### src/rtl/serial_pattern_detector.sv
// Serial pattern detector: shifts a gated bit stream into a WIDTH-bit window and
// pulses match (plus a saturating count) when the window equals a programmable pattern.
module serial_pattern_detector #(
    parameter int WIDTH   = 4,
    parameter int CNT_W   = 8,
    parameter int OVERLAP = 1
) (
    input  logic             clk,
    input  logic             rst,
    input  logic             en,
    input  logic             din,
    input  logic [WIDTH-1:0] pattern,
    input  logic             clr_cnt,
    output logic             match,
    output logic [CNT_W-1:0] match_cnt,
    output logic [WIDTH-1:0] window,
    output logic             armed
);

    localparam int FILL_W = $clog2(WIDTH) + 1;
    localparam logic [FILL_W-1:0] FILL_LAST = FILL_W'(WIDTH - 1);

    typedef enum logic {
        S_FILL = 1'b0,
        S_RUN  = 1'b1
    } state_t;

    state_t            state;
    logic [FILL_W-1:0] fill;
    logic [WIDTH-1:0]  nxt;
    logic              hit;

    function automatic logic [CNT_W-1:0] sat_inc(input logic [CNT_W-1:0] v);
        return (&v) ? v : v + 1'b1;
    endfunction

    // The compare looks at the window as it will be after this edge's shift,
    // so the bit completing the first fill is already eligible.
    assign nxt = {window[WIDTH-2:0], din};
    assign hit = en && (nxt == pattern) && (state == S_RUN || fill == FILL_LAST);

    always_ff @(posedge clk or posedge rst) begin
        if (rst) begin
            state     <= S_FILL;
            armed     <= 1'b0;
            fill      <= '0;
            window    <= '0;
            match     <= 1'b0;
            match_cnt <= '0;
        end else begin
            match <= hit;

            if (clr_cnt)
                match_cnt <= '0;
            else if (hit)
                match_cnt <= sat_inc(match_cnt);

            if (en) begin
                window <= nxt;
                // Without overlap a match consumes the window: refill from scratch.
                if (OVERLAP == 0 && hit) begin
                    state <= S_FILL;
                    armed <= 1'b0;
                    fill  <= '0;
                end else if (state == S_FILL) begin
                    if (fill == FILL_LAST) begin
                        state <= S_RUN;
                        armed <= 1'b1;
                        fill  <= '0;
                    end else begin
                        fill <= fill + 1'b1;
                    end
                end
            end
        end
    end

endmodule

### config.mk
export PLATFORM = sky130hd
export DESIGN_NAME = serial_pattern_detector
export DESIGN_NICKNAME = d
export VERILOG_FILES = /design/src/rtl/serial_pattern_detector.sv
export SDC_FILE = /design/constraint.sdc
export NUM_CORES = 1
export LEC_CHECK = 0
export CAP_MARGIN = 20
export CORE_MARGIN = 2
export CORE_UTILIZATION = 35
export DETAILED_ROUTE_END_ITERATION = 12
export GPL_TIMING_DRIVEN = 0
export PLACE_DENSITY_LB_ADDON = 0.08
export SETUP_SLACK_MARGIN = 0.2
export SLEW_MARGIN = 30
export SYNTH_ARGS = -nofsm -noshare
export SYNTH_HDL_FRONTEND = slang
export SYNTH_SLANG_ARGS = --single-unit
### constraint.sdc
create_clock -name clk -period 2.85 [get_ports clk]
set_input_delay 0.855 -clock clk [delete_from_list [all_inputs] [get_ports clk]]
set_output_delay 0.855 -clock clk [all_outputs]
set_load 0.03 [all_outputs]
[Yosys cells after proc, flatten, opt, wreduce, memory -nomap -nowiden]
Cells that the tools add are included.
Storage, ports and cells
  flip-flop bits (word level): 18
  word-level logic and storage cells: 26
Operators by class
  eq/ne operators: 3
  bitwise gates (word level): 1
  mux-type cells: 6
  reductions and logical operators: 8
  add/subtract/negate cells: 2
Operator list (number)
  $mux W8: 3
  $add A8 B1 Y8 const B: 1
  $reduce_and A8 Y1: 1
  $eq A4 B4 Y1: 1
  $reduce_and A2 Y1: 2
  $add A3 B1 Y3 const B: 1
  $eq A3 B2 Y1 const B: 1
  $mux W3: 1
  $reduce_and A3 Y1: 1
  $logic_and A1 B1 Y1: 2
  $mux W1: 2
  $ne A2 B2 Y1 const B: 1
  $reduce_bool A2 Y1: 1
  $logic_or A1 B1 Y1: 1
  $not A1 Y1: 1

[Longest topological paths before layout]
Gate-level depths: netlist of the first run.
  word-level depth: 5
  mapped depth: 6

[Worst setup path after synthesis of the first run]
No wires, ideal clock.
  kind: input -> register
  from: input port en
  to: register match_cnt[7]
  data arrival time: 1.903 ns
  setup time: 0.128 ns
  buffers on the path: 2
  data required time: 2.722 ns
  path slack: 0.819 ns
  stages on the path: 5
  path through: buf_2 -> o2111ai_2 -> buf_6 -> nor4_4 -> mux2_1
Between the ends
  cells in the longest elaborated chain, start to end: 4
RTL lines
  start, declared: RTL line 10  | input logic en,
  $logic_and A1 B1 Y1 (2 in a row): RTL line 40  | assign hit = en && (nxt == pattern) && (state == S_RUN || fill == FILL_LAST);
  $reduce_bool A2 Y1 (no source line)
  $reduce_and A2 Y1 (no source line)
  end signal, assigned: RTL line 56  | match_cnt <= sat_inc(match_cnt);
  end, declared: RTL line 15  | output logic [CNT_W-1:0] match_cnt,
Every way passes these cells.
A chain may end at the register's enable or synchronous reset.

[Worst setup path in the final report of the first run]
  from: input port pattern[1]
  to: register match_cnt[7]
Between the ends
  cells in the longest elaborated chain, start to end: 5
RTL lines
  start, declared: RTL line 12  | input logic [WIDTH-1:0] pattern,
  $eq A4 B4 Y1: RTL line 40
  $logic_and A1 B1 Y1 (2 in a row): RTL line 40
  $reduce_bool A2 Y1 (no source line)
  $reduce_and A2 Y1 (no source line)
Every way passes these cells.

==> impl_metrics.tcl, run 1 <==
set metrics [dict create \
    cts_setup_buffers 0 \
    yosysMostFrequentCell "dfrtp_1" \
    hp-class "reg2reg" \
    worstPathArrival_ns 2.51 \
    gp_congestion 0.727 \
    hold_depth 2 \
    root_buffer "clkbuf_4" \
    end_kind "flip-flop" \
    final_core_util 0.482 \
    yosysWarnings 0 \
    required_ns 3.03 \
    cts.path.max_buffers 2 \
    antenna_found_initial 0 \
    drive_gt1_frac 0.187 \
    rrSetupSlack_ns 0.94 \
    routed_via_density 5.10 \
    final.period_utilization 0.820 \
    vdd_drop_max_uv 348 \
    p_leak_nw 0.505 \
    synthTopCellsByArea "dfrtp_1 47%, mux2_2 5.9%, xnor2_2 3.4%, o31ai_1 3.1%, a21oi_1 2.6%" \
    syn_avg_cell_area_um2 11.5 \
    post_cts_resized 0 \
    critPathLaunch "pattern[1]" \
    place_hpwl_mm 1.30 \
    synthTopCellsByCount "18 x dfrtp_1, 5 x a21oi_1, 5 x mux2_2, 5 x nor2_1" \
    start_util 0.376 \
    synth_seq_area_share 0.471 \
    vias 699 \
    clkTransAtPathRegs_ns 0.10 \
    rows 18 \
    maxSlewHeadroom 0.533 \
    clock-sinks 18 \
    syn_nets 94 \
    yosysUniqueCellTypes 30 \
    synth_area_um2 957 \
    cts-hold-fix-buffers 0 \
    grt_pass1_wl_mm 3.05 \
    synth_edf_count 0 \
    synth_top_area_cell "dfrtp_1" \
    ant_nets 0 \
    powerDensity_nw_per_um2 488 \
    first_iter_violations 16 \
    fp.dieH_um 56.3 \
    cap_viol_max_count 0 \
    h-tree-depth 1 \
    status "finished clean" \
    worstHoldStart "armed" \
    reg2reg_to "match_cnt[7]" \
    area_delta_synth_final_pct 28.2 \
    grt_pass1_vias 658 \
    die-area_um2 3170 \
    grt_use_total 0.124 \
    min_to "armed" \
    ios 23 \
    final-hold-violation-count 0 \
    multi_input_comb_area_um2 464 \
    num_antenna_cells 0 \
    grt_start_max_net_pins 19 \
    fmax_ghz 0.428 \
    rsz0062_at_grt "false" \
    postSynthCellCount 83 \
    io_buffers 21 \
    ys_seq_elements 18 \
    min_period_ns 2.34 \
    final_net_count 120 \
    regArea_um2 450 \
    r2r-start "fill[0]" \
    worstMarginPinSlew_ns 0.700 \
    cts_tree "built" \
    first_pass_iters 4 \
    cp_max_fo 10 \
    numCtsBuffers 3 \
    synthArstFlopShare 1.00 \
    synth.top_cell.area_share 0.471 \
    die_w_um 56.3 \
    wl_per_cell_um 12.9 \
    tns_ns 0 \
    cp-start-kind "primary input" \
    clock_latency_ns 0.29 \
    drc 0 \
    postSynth.topFlopCell "dfrtp_1" \
    finalSetupViolCount 0 \
    drv_slew 0 \
    core_um2 2540 \
    grt_overflow 0 \
    crit_type "in2reg" \
    r2r_cells 6 \
    fin_skew_ns 0.00648 \
    wirelength_mm 1.77 \
    fill_cells 241 \
]
layer usage:
metal	wire, um	track usage	part of all wire	up-vias
met2	757	0.178	0.43	18
li1	-	-	-	349
met1	890	0.174	0.50	330
met3	105	0.0507	0.059	2
met5	0	0	0	-
met4	15	0.0306	0.0085	0
worst max-delay path by stage:
stage | end | slack [ns] | cells past startpoint
6_report | match_cnt[7] | 0.51 | 6
5_1_grt | match_cnt[5] | 0.41 | 6
4_1_cts | match_cnt[3] | 0.50 | 1
3_5_place_dp | match_cnt[7] | 0.19 | 6
3_3_place_gp | match_cnt[7] | 0.22 | 6
2_1_floorplan | match_cnt[7] | 0.82 | 5
logic make-up (layout without fill, tap and decap cells):
group | count (synthesis) | count (layout) | share of synthesized area
and+or+nand+nor | 27 | 27 | 0.187
DFF | 18 | 18 | 0.471
AOI/OAI and AO/OA | 16 | 16 | 0.122
muxes | 8 | 8 | 0.0980
buffers and inverters | 8 | 32 | 0.0444
xor gates and xnor gates | 4 | 4 | 0.0523
adders and majority gates | 2 | 2 | 0.0261
stage by stage:
step | cells | setup WS (ns) | hold WS [ns] | instance area, um2 | power, mW
floorplan | 83 | 0.819 | 0.472 | 957 | 0.426
global placement | 134 | 0.224 | 0.454 | 1200 | 0.477
detailed placement | 134 | 0.189 | 0.457 | 1200 | 0.483
CTS | 137 | 0.504 | 0.482 | 1230 | 0.611
global route | 137 | 0.411 | 0.550 | 1230 | 0.641
finish | 137 | 0.514 | 0.472 | 1230 | 0.599
registers in the layout, summed over array words and instances (netlist names):
name / count
match_cnt: 8
window: 4
fill: 3
armed: 1
match: 1
state: 1
worst max-delay path: stages:
cell and delay [ns]:
clkdlybuf4s50_1 0.50, xnor2_2 0.12, o2111ai_2 0.21, buf_6 0.21
nor4_4 0.27, mux2_1 0.34
area by class of cell:
| class | count | share of cell area |
|---|---|---|
| multi-input combinational | 57 | 0.378 |
| clock buffer | 3 | 0.0183 |
| tap | 30 | 0.0306 |
| sequential | 18 | 0.367 |
| buffer | 4 | 0.0224 |
| timing repair buffer | 21 | 0.171 |
| inverter | 4 | 0.0122 |
placed cells by master, fill, tap and decap left out, drive strengths merged:
cell / instances
a21oi: 5
a22o: 1
buf: 3
clkbuf: 4
clkdlybuf4s50: 21
dfrtp: 18
ha: 2
inv: 4
mux2: 8
nand2: 4
nand2b: 1
nand3: 4
nand4: 1
nor2: 5
nor2b: 4
nor4: 3
o2111ai: 1
o211ai: 1
o21a: 1
o21ai: 2
o21bai: 1
o31ai: 4
or3: 2
or4: 3
xnor2: 4
power by group:
part | total (mW) | switching (mW) | internal [mW] | leakage, nW
sequential | 0.307 | 0.0235 | 0.283 | 0.229
combinational | 0.169 | 0.0861 | 0.0830 | 0.262
clock | 0.123 | 0.0743 | 0.0492 | 0.0138
total | 0.599 | 0.184 | 0.415 | 0.505
No activity file was read; power rests on OpenSTA's default activity.
==> inputs of run 2 (changes only) <==
clock period = 2.15 ns   (was 2.85 ns; I/O delays follow)
==> run 2 against run 1 <==
  * Via count grew 0.57%
  * Cell count grew 2.2%
  * Sequential power grew 33%
  * Non-clock buffer count grew 3
  * Largest cell class unchanged
  * Routed wire length grew 1.2%
  * Critical path type unchanged
  * Sequential share of layout area shrank 1.7 points
  * Clock-buffer cell count is the same
  * Power grew 37%
==> impl_metrics.tcl, run 2 (same netlist as run 1, synthesis figures left out) <==
set metrics [dict create \
    antenna_found_initial 0 \
    numCtsBuffers 3 \
    rsz0062_at_grt "false" \
    wirelength_mm 1.79 \
    rrSetupSlack_ns 0.32 \
    worstMarginPinSlew_ns 0.709 \
    end_kind "flip-flop" \
    regArea_um2 450 \
    top_regs "match_cnt (8), window (4), fill (3)" \
    cts.path.max_buffers 2 \
    hold_depth 2 \
    die-area_um2 3170 \
    grt_pass1_wl_mm 3.18 \
    fin_skew_ns 0.00441 \
    first_iter_violations 7 \
    drc 0 \
    power_frac_comb 0.304 \
    power_mw 0.822 \
    tns_ns 0 \
    slowest_delay_ns 0.34 \
    core_um2 2540 \
    hp-class "reg2reg" \
    r2r_cells 6 \
    cts-hold-fix-buffers 0 \
    powerDensity_nw_per_um2 639 \
    power_frac_seq 0.497 \
    final_cell_mix "18 x dfrtp_1, 17 x dlygate4sd2_1, 5 x mux2_2, 5 x nor2_1, 5 x a21oi_1" \
    intPower_mw 0.564 \
    h-tree-depth 1 \
    vias 703 \
    first_pass_iters 4 \
    clkTransAtPathRegs_ns 0.10 \
    p_sw_mw 0.258 \
    p_sw_frac 0.314 \
    ant_nets 0 \
    ios 23 \
    clock-sinks 18 \
    root_buffer "clkbuf_4" \
    p_leak_nw 0.619 \
    die_w_um 56.3 \
    cap_viol_max_count 0 \
    multi_input_comb_area_um2 502 \
    fill_cells 242 \
    final.setup.worst_slack_ns 0.282 \
    cp-start-kind "primary input" \
    worstPathCellList "dlygate4sd2_1 -> xnor2_2 -> o2111ai_4 -> buf_6 -> nor4_4 -> mux2_1" \
    final.period_utilization 0.869 \
    area_delta_synth_final_pct 34.5 \
    gp_congestion 0.727 \
    num_antenna_cells 0 \
    grt_pass1_vias 693 \
    crit_type "in2reg" \
    drv_slew 0 \
    vdd_drop_max_uv 461 \
    worstPathArrival_ns 2.05 \
    final-hold-violation-count 0 \
    cp_top_family "buffers and inverters" \
    cp.depth 6 \
    cts_tree "built" \
    drive_gt1_frac 0.236 \
    wl_per_cell_um 12.8 \
    pre_cts_slack_ns -0.301 \
    cp_max_fo 6 \
    final_core_util 0.506 \
    path_buf_inv 2 \
    maxSlewHeadroom 0.526 \
    grt_use_total 0.129 \
    required_ns 2.33 \
    final_net_count 123 \
    largest_reg_flops 8 \
    top_register "match_cnt" \
    min_period_ns 1.87 \
    timing.hold.ws_ns 0.467 \
    place_hpwl_mm 1.30 \
    io_buffers 21 \
    routed_via_density 5.02 \
    start_util 0.376 \
    finalSetupViolCount 0 \
    fp.dieH_um 56.3 \
    grt_start_max_net_pins 19 \
    fmax_ghz 0.535 \
    p_clk_frac 0.199 \
    grt_overflow 0 \
    status "finished clean" \
    rows 18 \
    final_common_cell "dfrtp_1" \
    clock_latency_ns 0.29 \
    cp_slowest_cell "mux2_1" \
]
run 2: changes by cell type in the layout (fill, tap and decap cells not counted), moves of 2 or more:
cell,previous run,this run
xnor2_1,2,0
dlymetal6s2s_1,0,2
dlygate4sd2_1,0,17
clkdlybuf4s50_1,21,2
xnor2_2,2,4
run 2: layer usage:
| metal | vias up | share of wire | global-route usage |
|---|---|---|---|
| met3 | 2 | 0.060 | 0.0507 |
| met1 | 329 | 0.50 | 0.182 |
| met5 | - | 0 | 0 |
| met2 | 18 | 0.44 | 0.185 |
| li1 | 354 | - | - |
| met4 | 0 | 0.0084 | 0.0306 |
run 2: what timing repair did:
item,in CTS,in global routing
pin swaps,3,2
gates resized for setup,22,3
setup buffers,2,1
setup endpoints to repair,21,8
gates cloned,0,0
run 2: final timing paths:
path | from | end
setup / recovery | pattern[2] | match_cnt[7]
hold / removal | armed | armed
setup reg to reg | fill[0] | match_cnt[7]
hold reg to reg | armed | armed
max in group asynchronous | rst | match_cnt[1]
min in group asynchronous | rst | fill[1]
run 2: stage by stage:
stage,cell area [um2],std cells
6_report,1290,140
2_1_floorplan,957,83
3_3_place_gp,1200,134
5_1_grt,1290,140
4_1_cts,1270,139
3_5_place_dp,1200,134
run 2: area by class of cell:
cell class | instances | area share
timing repair buffer | 24 | 0.178
inverter | 4 | 0.0117
buffer | 4 | 0.0243
clock buffer | 3 | 0.0175
multi-input combinational | 57 | 0.390
tap | 30 | 0.0292
sequential | 18 | 0.350
run 2: worst reg2reg max path: stages (launching register included):
cell and delay, ns:
dfrtp_1 0.38, ha_1 0.17, nor2b_2 0.21, o2111ai_4 0.18, buf_6 0.19, nor4_4 0.25
mux2_1 0.34
run 2: power by group through the flow:
stage / sequential [mW] / combinational, mW / clock (mW)
after global placement: 0.412 / 0.221 / 0
after floorplan: 0.438 / 0.127 / 0
after global routing: 0.415 / 0.273 / 0.189
final: 0.408 / 0.250 / 0.164
after CTS: 0.409 / 0.248 / 0.174
after detailed placement: 0.414 / 0.227 / 0
==> inputs of run 3 (changes only) <==
clock period = 2 ns   (was 2.15 ns; I/O delays follow)
==> run 3 against run 2 <==
  * Critical path depth unchanged
  * Hold slack gained 0.0066 ns
  * Combinational power grew 24%
  * Die area is the same
  * Non-clock buffer count is 4 higher
  * Sequential power increased by 7.6%
  * Critical path type unchanged
  * Largest power group unchanged
  * Worst setup slack got worse by 0.077 ns
  * First-iteration DRC count is 57% higher
  * Global-route usage rose by 1.6 points
  * Utilization is 2.6 points higher
  * Routed wire length up 14%
  * Cell area up 5.2%
==> impl_metrics.tcl, run 3 (same netlist as run 1, synthesis figures left out) <==
set metrics [dict create \
    cts_tree "built" \
    min_to "armed" \
    hp-class "reg2reg" \
    final_cell_mix "16 x dfrtp_1, 11 x dlygate4sd2_1, 6 x clkdlybuf4s15_1" \
    first_iter_violations 11 \
    min_period_ns 1.79 \
    cts-hold-fix-buffers 0 \
    cp-start-kind "primary input" \
    grt_overflow 0 \
    drc 0 \
    clkTransAtPathRegs_ns 0.12 \
    multi_input_comb_area_um2 541 \
    largest_reg_flops 8 \
    final-hold-violation-count 0 \
    grt_use_total 0.145 \
    cts.path.max_buffers 2 \
    root_buffer "clkbuf_4" \
    area_delta_synth_final_pct 41.4 \
    io_buffers 21 \
    intPower_mw 0.676 \
    vdd_drop_max_uv 480 \
    crit_type "in2reg" \
    wirelength_mm 2.05 \
    grt_pass1_wl_mm 3.68 \
    maxSlewHeadroom 0.524 \
    grt_start_max_net_pins 19 \
    dpl-instance-area_um2 1210 \
    vias 748 \
    ant_nets 0 \
    fill_cells 247 \
    final_net_count 127 \
    p_leak_nw 0.609 \
    clock_latency_ns 0.30 \
    cap_viol_max_count 0 \
    end_kind "flip-flop" \
    timing.hold.ws_ns 0.474 \
    wl_per_cell_um 14.1 \
    drv_slew 0 \
    regArea_um2 453 \
    reg2reg_to "match_cnt[2]" \
    r2r-start "fill[1]" \
    power_frac_seq 0.447 \
    top_regs "match_cnt (8), window (4), fill (3)" \
    start_util 0.376 \
    postLayoutCellArea_um2 1350 \
    cp_max_fo 5 \
    die_w_um 56.3 \
    ios 23 \
    final_common_cell "dfrtp_1" \
    fp.dieH_um 56.3 \
    rrSetupSlack_ns 0.25 \
    fin_skew_ns 0.0128 \
    required_ns 2.24 \
    status "finished clean" \
    die-area_um2 3170 \
    hold_depth 2 \
    rows 18 \
    grt_pass1_vias 769 \
    worstMarginPinSlew_ns 0.714 \
    first_pass_iters 4 \
    num_antenna_cells 0 \
    final.period_utilization 0.897 \
    instances_no_fill 145 \
    worstPathArrival_ns 2.03 \
    drive_gt1_frac 0.365 \
    rsz0062_at_grt "true" \
    p_sw_frac 0.311 \
    powerDensity_nw_per_um2 725 \
    p_clk_frac 0.236 \
    clock-sinks 18 \
    fmax_ghz 0.557 \
    power_frac_comb 0.317 \
    tns_ns 0 \
    dp.cells 134 \
    antenna_found_initial 0 \
    p_sw_mw 0.305 \
    place_hpwl_mm 1.39 \
    numCtsBuffers 3 \
    top_register "match_cnt" \
    routed_via_density 5.16 \
    gp_congestion 0.707 \
    h-tree-depth 1 \
    r2r_cells 6 \
    finalSetupViolCount 0 \
    worstHoldStart "armed" \
    core_um2 2540 \
]
==> run 3: cell types whose count changed in the layout (fill, tap and decap cells not counted), moves of 2 or more <==
cell             before  now
ha_2                  0    2
ha_1                  2    0
mux2_4                1    3
dlymetal6s2s_1        2    0
dlygate4sd2_1        17   11
a21oi_2               0    2
clkdlybuf4s15_1       0    6
buf_4                 2    5
dfrtp_1              18   16
clkbuf_2              0    2
dfrtp_2               0    2
a21oi_1               5    3
mux2_1                2    0
==> run 3: layout make-up <==
class / instances / share of cell area
clock buffer: 4 / 0.0268
tap: 30 / 0.0277
multi-input combinational: 57 / 0.399
sequential: 18 / 0.335
timing repair buffer: 28 / 0.177
buffer: 4 / 0.0231
inverter: 4 / 0.0111
==> run 3: per-layer routing <==
layer	vias up	wire length, um	global-route usage
met1	365	970	0.208
met2	18	974	0.224
li1	363	-	-
met4	0	15	0.0510
met3	2	85	0.0207
met5	-	0	0
==> run 3: timing repair <==
| action | in CTS | in global routing |
|---|---|---|
| setup endpoints to repair | 22 | 13 |
| endpoints found under the hold margin | 0 | 0 |
| cloned | 1 | 0 |
| pin swaps | 3 | 3 |
| resized for setup | 29 | 16 |
| buffers inserted | 3 | 3 |
==> run 3: critical path, stage by stage <==
cell           delay [ns]
dlygate4sd2_1        0.25
xnor2_2              0.17
o2111ai_4            0.19
buf_4                0.18
or4_1                0.49
a21oi_2              0.14
==> run 3: worst max path at each step <==
stage | startpoint | depth (start not counted) | slack (ns) | end
after floorplan | match_cnt[0] | 6 | 0.22 | match_cnt[5]
after global placement | pattern[2] | 6 | -0.37 | match_cnt[7]
after detailed placement | pattern[1] | 6 | -0.39 | match_cnt[7]
after CTS | match_cnt[3] | 1 | 0.18 | match_cnt[3]
after global routing | fill[0] | 6 | 0.12 | match_cnt[2]
final | pattern[2] | 6 | 0.21 | match_cnt[2]
==> run 3: power groups by stage <==
| stage | registers [mW] | clock network (mW) | logic, mW |
|---|---|---|---|
| finish | 0.439 | 0.231 | 0.311 |
| global route | 0.445 | 0.252 | 0.338 |
| CTS | 0.440 | 0.246 | 0.265 |
| detailed placement | 0.445 | 0 | 0.244 |
| global placement | 0.443 | 0 | 0.238 |
| floorplan | 0.471 | 0 | 0.137 |
==> run 3: stage by stage <==
stage               worst slack (ns)  power [mW]   util
floorplan                      0.222       0.607      -
global placement              -0.374       0.681  0.474
detailed placement            -0.387       0.689  0.474
CTS                            0.179       0.950  0.511
global route                   0.119        1.04  0.532
finish                         0.206       0.981  0.532
